### src/rtl/nes_video_timing_pkg.sv
// Shared raster constants for the 640x480@60 DVI timing and the 2x-scaled NES window.
// Also holds the pipeline stage record that travels alongside frame-buffer reads.
package nes_video_timing_pkg;

   localparam int DEF_H_VISIBLE = 640;
   localparam int DEF_H_FRONT   = 16;
   localparam int DEF_H_SYNC    = 96;
   localparam int DEF_H_BACK    = 48;
   localparam int DEF_V_VISIBLE = 480;
   localparam int DEF_V_FRONT   = 10;
   localparam int DEF_V_SYNC    = 2;
   localparam int DEF_V_BACK    = 33;

   localparam logic SYNC_ACTIVE_LOW = 1'b0;

   localparam int NES_WIN_W = 512;
   localparam int NES_WIN_H = 480;

   typedef struct packed {
      logic frame;
      logic win;
      logic vis;
      logic vs;
      logic hs;
   } stage_t;

   // Raster offset inside the window maps to an NES coordinate by halving.
   function automatic logic [7:0] nes_coord(input logic [10:0] rel);
      return 8'(rel >> 1);
   endfunction

endpackage

### src/rtl/sig_delay.sv
// Synchronously reset shift register; DEPTH=0 degenerates to a wire.
module sig_delay #(
   parameter int WIDTH = 1,
   parameter int DEPTH = 1
) (
   input  logic             clk,
   input  logic             rst,
   input  logic [WIDTH-1:0] din,
   output logic [WIDTH-1:0] dout
);

   if (DEPTH == 0) begin : g_pass
      assign dout = din;
   end else begin : g_shift
      logic [WIDTH-1:0] stage_q [DEPTH];
      logic [WIDTH-1:0] stage_d [DEPTH];

      // next value of each stage is its upstream neighbour
      always_comb begin
         stage_d[0] = din;
         for (int i = 1; i < DEPTH; i++) begin
            stage_d[i] = stage_q[i-1];
         end
      end

      // stage registers, cleared to inactive on reset
      always_ff @(posedge clk) begin
         if (rst) begin
            for (int i = 0; i < DEPTH; i++) begin
               stage_q[i] <= '0;
            end
         end else begin
            stage_q <= stage_d;
         end
      end

      assign dout = stage_q[DEPTH-1];
   end

endmodule

### src/rtl/nes_video_timing.sv
// 640x480 DVI raster generator that fetches a 256x240 NES image as a 2x-scaled window.
// RGB, data_en, syncs and frame_start all leave the block FB_LATENCY+2 cycles after the counters.
module nes_video_timing
   import nes_video_timing_pkg::*;
#(
   parameter int          H_VISIBLE  = DEF_H_VISIBLE,
   parameter int          H_FRONT    = DEF_H_FRONT,
   parameter int          H_SYNC     = DEF_H_SYNC,
   parameter int          H_BACK     = DEF_H_BACK,
   parameter int          V_VISIBLE  = DEF_V_VISIBLE,
   parameter int          V_FRONT    = DEF_V_FRONT,
   parameter int          V_SYNC     = DEF_V_SYNC,
   parameter int          V_BACK     = DEF_V_BACK,
   parameter logic        HSYNC_POL  = SYNC_ACTIVE_LOW,
   parameter logic        VSYNC_POL  = SYNC_ACTIVE_LOW,
   parameter int          WIN_X      = 64,
   parameter int          WIN_Y      = 0,
   parameter int          FB_LATENCY = 2,
   parameter logic [23:0] BORDER_RGB = 24'h000000
) (
   input  logic        clk,
   input  logic        rst,
   output logic        fb_rd_en,
   output logic [7:0]  fb_rd_x,
   output logic [7:0]  fb_rd_y,
   input  logic [23:0] fb_rgb,
   output logic [7:0]  red,
   output logic [7:0]  green,
   output logic [7:0]  blue,
   output logic        data_en,
   output logic        hsync,
   output logic        vsync,
   output logic        frame_start
);

   localparam int H_TOTAL = H_VISIBLE + H_FRONT + H_SYNC + H_BACK;
   localparam int V_TOTAL = V_VISIBLE + V_FRONT + V_SYNC + V_BACK;
   localparam logic [10:0] H_LAST   = 11'(H_TOTAL - 1);
   localparam logic [10:0] V_LAST   = 11'(V_TOTAL - 1);
   localparam logic [10:0] HS_START = 11'(H_VISIBLE + H_FRONT);
   localparam logic [10:0] HS_END   = 11'(H_VISIBLE + H_FRONT + H_SYNC);
   localparam logic [10:0] VS_START = 11'(V_VISIBLE + V_FRONT);
   localparam logic [10:0] VS_END   = 11'(V_VISIBLE + V_FRONT + V_SYNC);

   if ((WIN_X + NES_WIN_W > H_VISIBLE) || (WIN_Y + NES_WIN_H > V_VISIBLE)) begin : g_bad_window
      $error("nes_video_timing: NES window does not fit inside the visible raster");
   end
   if ((FB_LATENCY < 0) || (FB_LATENCY > 8)) begin : g_bad_latency
      $error("nes_video_timing: FB_LATENCY must be within 0..8");
   end

   logic [10:0] h_cnt_q, h_cnt_d, v_cnt_q, v_cnt_d;
   logic [10:0] h_rel_s, v_rel_s;
   stage_t      stage_s, stage_dly_s;
   logic        fb_rd_en_q, fb_rd_en_d;
   logic [7:0]  fb_rd_x_q, fb_rd_x_d, fb_rd_y_q, fb_rd_y_d;
   logic [23:0] rgb_q, rgb_d;
   logic        data_en_q, data_en_d, hsync_q, hsync_d, vsync_q, vsync_d;
   logic        frame_start_q, frame_start_d;

   // raster counters: h wraps every line, v advances on the h wrap
   always_comb begin
      h_cnt_d = h_cnt_q + 11'd1;
      v_cnt_d = v_cnt_q;
      if (h_cnt_q == H_LAST) begin
         h_cnt_d = 11'd0;
         if (v_cnt_q == V_LAST) begin
            v_cnt_d = 11'd0;
         end else begin
            v_cnt_d = v_cnt_q + 11'd1;
         end
      end else begin
         h_cnt_d = h_cnt_q + 11'd1;
      end
   end

   // Offsets wrap to large values left of / above the window, so one compare bounds each axis.
   assign h_rel_s = h_cnt_q - 11'(WIN_X);
   assign v_rel_s = v_cnt_q - 11'(WIN_Y);

   // stage-0 decode and the frame-buffer request that goes with it
   always_comb begin
      stage_s.vis   = (h_cnt_q < 11'(H_VISIBLE)) && (v_cnt_q < 11'(V_VISIBLE));
      stage_s.hs    = (h_cnt_q >= HS_START) && (h_cnt_q < HS_END);
      stage_s.vs    = (v_cnt_q >= VS_START) && (v_cnt_q < VS_END);
      stage_s.win   = (h_rel_s < 11'(NES_WIN_W)) && (v_rel_s < 11'(NES_WIN_H));
      stage_s.frame = (h_cnt_q == 11'd0) && (v_cnt_q == 11'd0);
      fb_rd_en_d    = stage_s.win;
      if (stage_s.win) begin
         fb_rd_x_d = nes_coord(h_rel_s);
         fb_rd_y_d = nes_coord(v_rel_s);
      end else begin
         fb_rd_x_d = 8'd0;
         fb_rd_y_d = 8'd0;
      end
   end

   // Stage flags emerge in the same cycle as the fb_rgb answering their request.
   sig_delay #(
      .WIDTH ($bits(stage_t)),
      .DEPTH (FB_LATENCY + 1)
   ) u_align (
      .clk  (clk),
      .rst  (rst),
      .din  (stage_s),
      .dout (stage_dly_s)
   );

   // output pixel select and sync levels
   always_comb begin
      if (stage_dly_s.win) begin
         rgb_d = fb_rgb;
      end else if (stage_dly_s.vis) begin
         rgb_d = BORDER_RGB;
      end else begin
         rgb_d = 24'h000000;
      end
      data_en_d     = stage_dly_s.vis;
      hsync_d       = stage_dly_s.hs ? HSYNC_POL : ~HSYNC_POL;
      vsync_d       = stage_dly_s.vs ? VSYNC_POL : ~VSYNC_POL;
      frame_start_d = stage_dly_s.frame;
   end

   // counter, request and output registers
   always_ff @(posedge clk) begin
      if (rst) begin
         h_cnt_q       <= 11'd0;
         v_cnt_q       <= 11'd0;
         fb_rd_en_q    <= 1'b0;
         fb_rd_x_q     <= 8'd0;
         fb_rd_y_q     <= 8'd0;
         rgb_q         <= 24'h000000;
         data_en_q     <= 1'b0;
         hsync_q       <= ~HSYNC_POL;
         vsync_q       <= ~VSYNC_POL;
         frame_start_q <= 1'b0;
      end else begin
         h_cnt_q       <= h_cnt_d;
         v_cnt_q       <= v_cnt_d;
         fb_rd_en_q    <= fb_rd_en_d;
         fb_rd_x_q     <= fb_rd_x_d;
         fb_rd_y_q     <= fb_rd_y_d;
         rgb_q         <= rgb_d;
         data_en_q     <= data_en_d;
         hsync_q       <= hsync_d;
         vsync_q       <= vsync_d;
         frame_start_q <= frame_start_d;
      end
   end

   assign fb_rd_en    = fb_rd_en_q;
   assign fb_rd_x     = fb_rd_x_q;
   assign fb_rd_y     = fb_rd_y_q;
   assign red         = rgb_q[23:16];
   assign green       = rgb_q[15:8];
   assign blue        = rgb_q[7:0];
   assign data_en     = data_en_q;
   assign hsync       = hsync_q;
   assign vsync       = vsync_q;
   assign frame_start = frame_start_q;

endmodule
### config.mk
export PLATFORM = sky130hd
export DESIGN_NAME = nes_video_timing
export DESIGN_NICKNAME = d
export VERILOG_FILES = /design/src/rtl/nes_video_timing_pkg.sv /design/src/rtl/sig_delay.sv /design/src/rtl/nes_video_timing.sv
export SDC_FILE = /design/constraint.sdc
export NUM_CORES = 1
export LEC_CHECK = 0
export ABC_AREA = 0
export BUFFER_PORTS_ARGS = -buffer_cell sky130_fd_sc_hd__buf_2
export CORE_UTILIZATION = 55
export DETAILED_ROUTE_END_ITERATION = 12
export PLACE_DENSITY = 0.94
export SLEW_MARGIN = 40
export SYNTH_ARGS = -nofsm -noshare
export SYNTH_HDL_FRONTEND = slang
export SYNTH_SLANG_ARGS = --single-unit
### constraint.sdc
create_clock -name clk -period 5.12 [get_ports clk]
set_clock_uncertainty 0.1 [all_clocks]
set_input_delay 1.024 -clock clk [delete_from_list [all_inputs] [get_ports clk]]
set_output_delay 1.024 -clock clk [all_outputs]
set_load 0.02 [all_outputs]
==> results of run 1 <==
cell usage after synthesis (all sizes together) (7+ instances only):
cell	instances	area (um^2)
nand4	7	43.8
and2	25	156
a21oi	7	35.0
ha	8	100
xnor2	11	96.3
nor2	24	90.1
dfxtp	81	1620
nor3b	13	97.6
inv	7	26.3
nor3	10	50.1
nand2	13	48.8
clkbuf	15	81.3
nor2b	14	87.6
nand3	14	82.6
layer usage:
metal | up-vias | track usage, % | wire (um)
met5 | - | 0 | 0
met4 | 0 | 11.1 | 99
met3 | 8 | 6.75 | 399
met2 | 98 | 34.8 | 2680
met1 | 1027 | 25.7 | 2650
li1 | 1105 | - | -
registers in the layout, summed over array words and instances, names as in the netlist:
| signal | count |
|---|---|
| data_en | 1 |
| fb_rd_x | 8 |
| fb_rd_y | 8 |
| frame_start | 1 |
| h_cnt_q | 11 |
| hsync | 1 |
| rgb_q | 24 |
| u_align.dout | 5 |
| u_align.g_shift.stage_d | 10 |
| v_cnt_q | 11 |
| vsync | 1 |
cells by family after synthesis:
| logic type | after synthesis |
|---|---|
| AOI/OAI and AO/OA | 17 |
| xor gates and xnor gates | 15 |
| adders and majority gates | 8 |
| buffers and inverters | 26 |
| DFF | 81 |
| muxes | 1 |
| and+or+nand+nor | 145 |
path summary, 6_finish.rpt:
kind	start	to
worst max-delay path	h_cnt_q[6]$_SDFF_PP0_	v_cnt_q[10]$_SDFFE_PP0N_
worst min-delay path	u_align.dout[0]$_SDFF_PP0_	hsync$_SDFF_PP1_
worst max register to register	h_cnt_q[6]$_SDFF_PP0_	v_cnt_q[10]$_SDFFE_PP0N_
worst min register to register	u_align.dout[0]$_SDFF_PP0_	hsync$_SDFF_PP1_
critical path, cell delays in order, from the launching register on:
cell and delay, ns:
dfxtp_1 0.38, inv_1 0.14, ha_1 0.31, nand4bb_4 0.17, or4_4 0.59, or4_1 0.48
a21oi_1 0.14
cell type report:
class	instances	area, um^2	share of cell area (%)
clock buffer	10	128	3.66
multi-input combinational	186	1220	34.9
inverter	7	26.3	0.753
clock inverter	5	57.6	1.65
timing repair buffer	70	350	10.0
sequential	81	1620	46.5
tap	70	87.6	2.51
power by group through the flow:
stage	Clock (mW)	Combinational, mW	Sequential [mW]
after floorplan	0	0.0160	0.653
after global placement	0	0.0279	0.653
after detailed placement	0	0.0287	0.653
after CTS	0.447	0.0292	0.638
after global routing	0.473	0.0323	0.639
final	0.435	0.0290	0.638
through the flow:
step	cell area (um^2)	hold WS [ns]
after detailed placement	3300	0.262
after global placement	3300	0.260
final	3490	0.290
after CTS	3490	0.294
after global routing	3490	0.299
after floorplan	2970	0.256
==> out/metrics.yaml, run 1 <==
status: "completed"
maxCapViolCount: 0
relSlewSlack_pct: 52.5
synthXorXnorAreaFrac_pct: 4.42
rsz0062_at_grt: "no"
critPathMaxFanout: 7
cts_max_path_buffers: 2
synth_top_family_by_area: "simple AND/OR/NAND/NOR gates"
cts-buffers-inserted: 9
grt_max_degree: 28
fin_tns_setup_ns: 0
hold_path_class: "reg2reg"
cts_tree: "yes"
postLayoutCoreUtil_pct: 67.4
worstMarginPinSlew_ns: 0.713
numPlacedInstances: 414
core_mm2: 0.00517
r2r_setup_slack_ns: 2.74
firstDrtPassIters: 4
max_freq_ghz: 0.420
dpl.hpwl_mm: 4.06
drt_iter0_drc: 110
diodes: 0
pwr-share-comb_pct: 2.6
syn_nets: 327
fin_crit_ns: 2.38
finalWorstSetupSlack_ns: 2.74
setup_violations: 0
die_x_um: 75.5
async_reset_ff_share_pct: 0
switching_power_uw: 233
worst-r2r-cell-count: 6
cts.sinks: 81
cp.required_ns: 5.29
final_cell_mix: "dfxtp_1, buf_2, and2_1"
p_leak_nw: 1.45
synth_compound_area_share_pct: 3.66
grt_pass1_vias: 1950
slew_viol_final: 0
p_sw_share_pct: 21.2
port_buffers: 70
drc: 0
syn_area_mm2: 0.00297
muxShareOfSynthArea_pct: 0.337
vdd_drop_max_mv: 0.213
synth_fa_ha_area_share_pct: 3.37
die_area_mm2: 0.00571
ys_seq_area_share_pct: 54.5
fin_crit_sh_pct: 46.5
synth_cell_types: 44
drive_gt1_share_pct: 25.6
clockPowerShare_pct: 39.5
netlist_instances: 293
ant_nets: 0
gp_congestion: 0.885
fin_cells: 429
syn2layout_area_growth_pct: 17.2
synth_simple_gate_area_share_pct: 29.0
io_pins: 71
place_ws_ns: 2.58
fillers: 406
globalRouteOverflowTotal: 0
hold_depth: 1
cts_setup_buffers: 0
syn_avg_cell_area_um2: 10.2
p_int_uw: 869
die_h_um: 75.5
p_seq_share_pct: 57.9
cp.arrival_ns: 2.55
ys_warn_count: 0
endpoint_kind: "flip-flop"
clkTransAtPathRegs_ns: 0.08
layout_commonest_cell: "dfxtp_1"
clock-root-buffer: "clkbuf_8"
routed_wl_mm: 5.83
powerDensity_mw_per_mm2: 316
hold_viol: 0
htreeDepth: 3
grt_pass1_wl_mm: 8.88
power_mw: 1.10
routedWlPerCell_um: 13.6
synth_top_flop_cell: "dfxtp_1"
synth_edf_count: 0
clock_latency_ns: 0.34
vias: 2238
routed_via_density: 5.22
layout.nets: 389
synth_seq_cells: 81
cts_resized: 0
antenna_found_initial: 0
fp-row-count: 26
cts_hold_buf: 0
grtUsageTotal_pct: 21.5
crit_path_start_kind: "flip-flop"
start_util_pct: 57.5
critPathKind: "reg2reg"
Power figures use the tool's default switching activity.
==> run 2: changes to the inputs <==
- CORE_UTILIZATION: 55 -> 52
- PLACE_DENSITY: 0.94 -> 0.9
- clock period: 5.12 -> 2.4 ns (I/O delays scaled with it)
==> out/metrics.yaml, run 2 (synthesis gave the netlist of run 1 again) <==
status: "completed"  # unchanged
max_freq_ghz: 0.441  # was 0.420 GHz
syn2layout_area_growth_pct: 20.6  # was 17.2%
ant_nets: 0  # unchanged
die_area_mm2: 0.00603  # was 0.00571 mm^2
reg_top3: "rgb_q: 24 flops, h_cnt_q: 11 flops, v_cnt_q: 11 flops"  # unchanged
final_cell_mix: "dfxtp_1, buf_2, and2_1"  # unchanged
routed_via_density: 5.21  # was 5.22
diodes: 0  # unchanged
layout.nets: 397  # was 389
maxCapViolCount: 0  # unchanged
firstDrtPassIters: 4  # unchanged
numPlacedInstances: 424  # was 414
fillers: 419  # was 406
globalRouteOverflowTotal: 0  # unchanged
dpl.hpwl_mm: 3.96  # was 4.06 mm
rsz0062_at_grt: "no"  # unchanged
cts_tree: "yes"  # unchanged
critPathMaxFanout: 6  # was 7
relSlewSlack_pct: 52.7  # was 52.5%
slew_viol_final: 0  # unchanged
antenna_found_initial: 0  # unchanged
cts_max_path_buffers: 2  # unchanged
drt_iter0_drc: 84  # was 110
grt_pass1_wl_mm: 9.65  # was 8.88 mm
p_leak_nw: 1.52  # was 1.45 nW
fin_area_mm2: 0.00359  # was 0.00349 mm^2
crit_path_top_delay_cell: "or4_4"  # unchanged
gp_congestion: 0.903  # was 0.885
endpoint_kind: "flip-flop"  # unchanged
clkTransAtPathRegs_ns: 0.08  # about the same
largest_reg_flops: 24  # unchanged
cts-buffers-inserted: 9  # unchanged
cts_setup_buffers: 0  # unchanged
powerDensity_mw_per_mm2: 706  # was 316 mW/mm^2
cts.sinks: 81  # unchanged
postPlaceCellArea_mm2: 0.00336  # was 0.00330 mm^2
drive_gt1_share_pct: 27.4  # was 25.6%
grtUsageTotal_pct: 20.9  # was 21.5%
crit_family: "simple AND/OR/NAND/NOR gates"  # unchanged
die_h_um: 77.6  # was 75.5 um
vdd_drop_max_mv: 0.427  # was 0.213 mV
hold_viol: 0  # unchanged
path_cells: "inv_1 -> ha_2 -> nand4bb_4 -> or4_4 -> or4b_1 -> a21oi_1"  # was inv_1 -> ha_1 -> nand4bb_4 -> or4_4 -> or4_1 -> a21oi_1
routedWlPerCell_um: 13.3  # was 13.6 um
hold_path_class: "in2reg"  # was reg2reg
crit_path_start_kind: "flip-flop"  # unchanged
clock_latency_ns: 0.34  # about the same
layout_commonest_cell: "dfxtp_1"  # unchanged
start_util_pct: 54.0  # was 57.5%
vias: 2278  # was 2,238
die_x_um: 77.6  # was 75.5 um
fin_tns_setup_ns: 0  # unchanged
cp.required_ns: 2.58  # was 5.29 ns
grt_max_degree: 25  # was 28
fin_crit_ns: 2.27  # was 2.38 ns
fp-row-count: 27  # was 26
clock-root-buffer: "clkbuf_8"  # unchanged
drc: 0  # unchanged
core_mm2: 0.00551  # was 0.00517 mm^2
cts_hold_buf: 0  # unchanged
max_stage_delay_ns: 0.57  # was 0.59 ns
fin_crit_sh_pct: 94.5  # was 46.5%
io_pins: 71  # unchanged
crit_buf_inv: 1  # unchanged
routed_wl_mm: 5.80  # was 5.83 mm
cp.arrival_ns: 2.44  # was 2.55 ns
critPathKind: "reg2reg"  # unchanged
worstMarginPinSlew_ns: 0.709  # was 0.713 ns
whs_ns: 0.233  # was 0.290 ns
top_register: "rgb_q"  # unchanged
port_buffers: 70  # unchanged
htreeDepth: 3  # unchanged
fin_cells: 437  # was 429
setup_violations: 0  # unchanged
grt_pass1_vias: 2083  # was 1,950
[run 2: power breakdown]
part | switching, mW | total (mW) | internal, mW | leakage [nW]
Sequential | 0.00837 | 1.36 | 1.35 | 0.654
Combinational | 0.0347 | 0.0645 | 0.0297 | 0.756
Clock | 0.432 | 1.10 | 0.671 | 0.111
Total | 0.475 | 2.53 | 2.06 | 1.52
[run 2: path summary, 6_finish.rpt]
check,from,endpoint,slack [ns],depth (start not counted)
max,h_cnt_q[6]$_SDFF_PP0_,v_cnt_q[8]$_SDFFE_PP0N_,0.13,6
min,fb_rgb[12],rgb_q[12]$_SDFF_PP0_,0.23,2
max reg2reg,h_cnt_q[6]$_SDFF_PP0_,v_cnt_q[8]$_SDFFE_PP0N_,0.13,6
min reg2reg,u_align.dout[0]$_SDFF_PP0_,hsync$_SDFF_PP1_,0.29,1
[run 2: metal layers]
metal,vias to the layer above,part of all wire [%],global-route usage (%)
met5,-,0,0
met4,0,2.4,14.2
met3,11,7.6,4.24
met2,110,45,32.8
met1,1037,45,25.8
li1,1120,-,-
[run 2: area by class of cell]
| cell class | count | area, um^2 | area share [%] |
|---|---|---|---|
| Sequential cell | 81 | 1620 | 45.2 |
| Multi-Input combinational cell | 186 | 1220 | 34.0 |
| Timing Repair Buffer | 78 | 410 | 11.4 |
| Clock buffer | 9 | 124 | 3.45 |
| Clock inverter | 4 | 95.1 | 2.65 |
| Tap cell | 72 | 90.1 | 2.51 |
| Inverter | 7 | 26.3 | 0.733 |
[run 2: metrics by stage]
step	util, %	power [mW]	worst slack (ns)
6_report	65.1	2.53	0.133
5_1_grt	65.1	2.62	0.0260
4_1_cts	65.1	2.56	0.0748
3_5_place_dp	61.1	1.46	0.147
3_3_place_gp	61.1	1.45	0.234
2_1_floorplan	-	1.43	0.233
[run 2: repair_timing]
item | in CTS | in global routing
resized for setup | 0 | 1
endpoints found under the setup margin | 0 | 2
endpoints found under the hold margin | 0 | 0
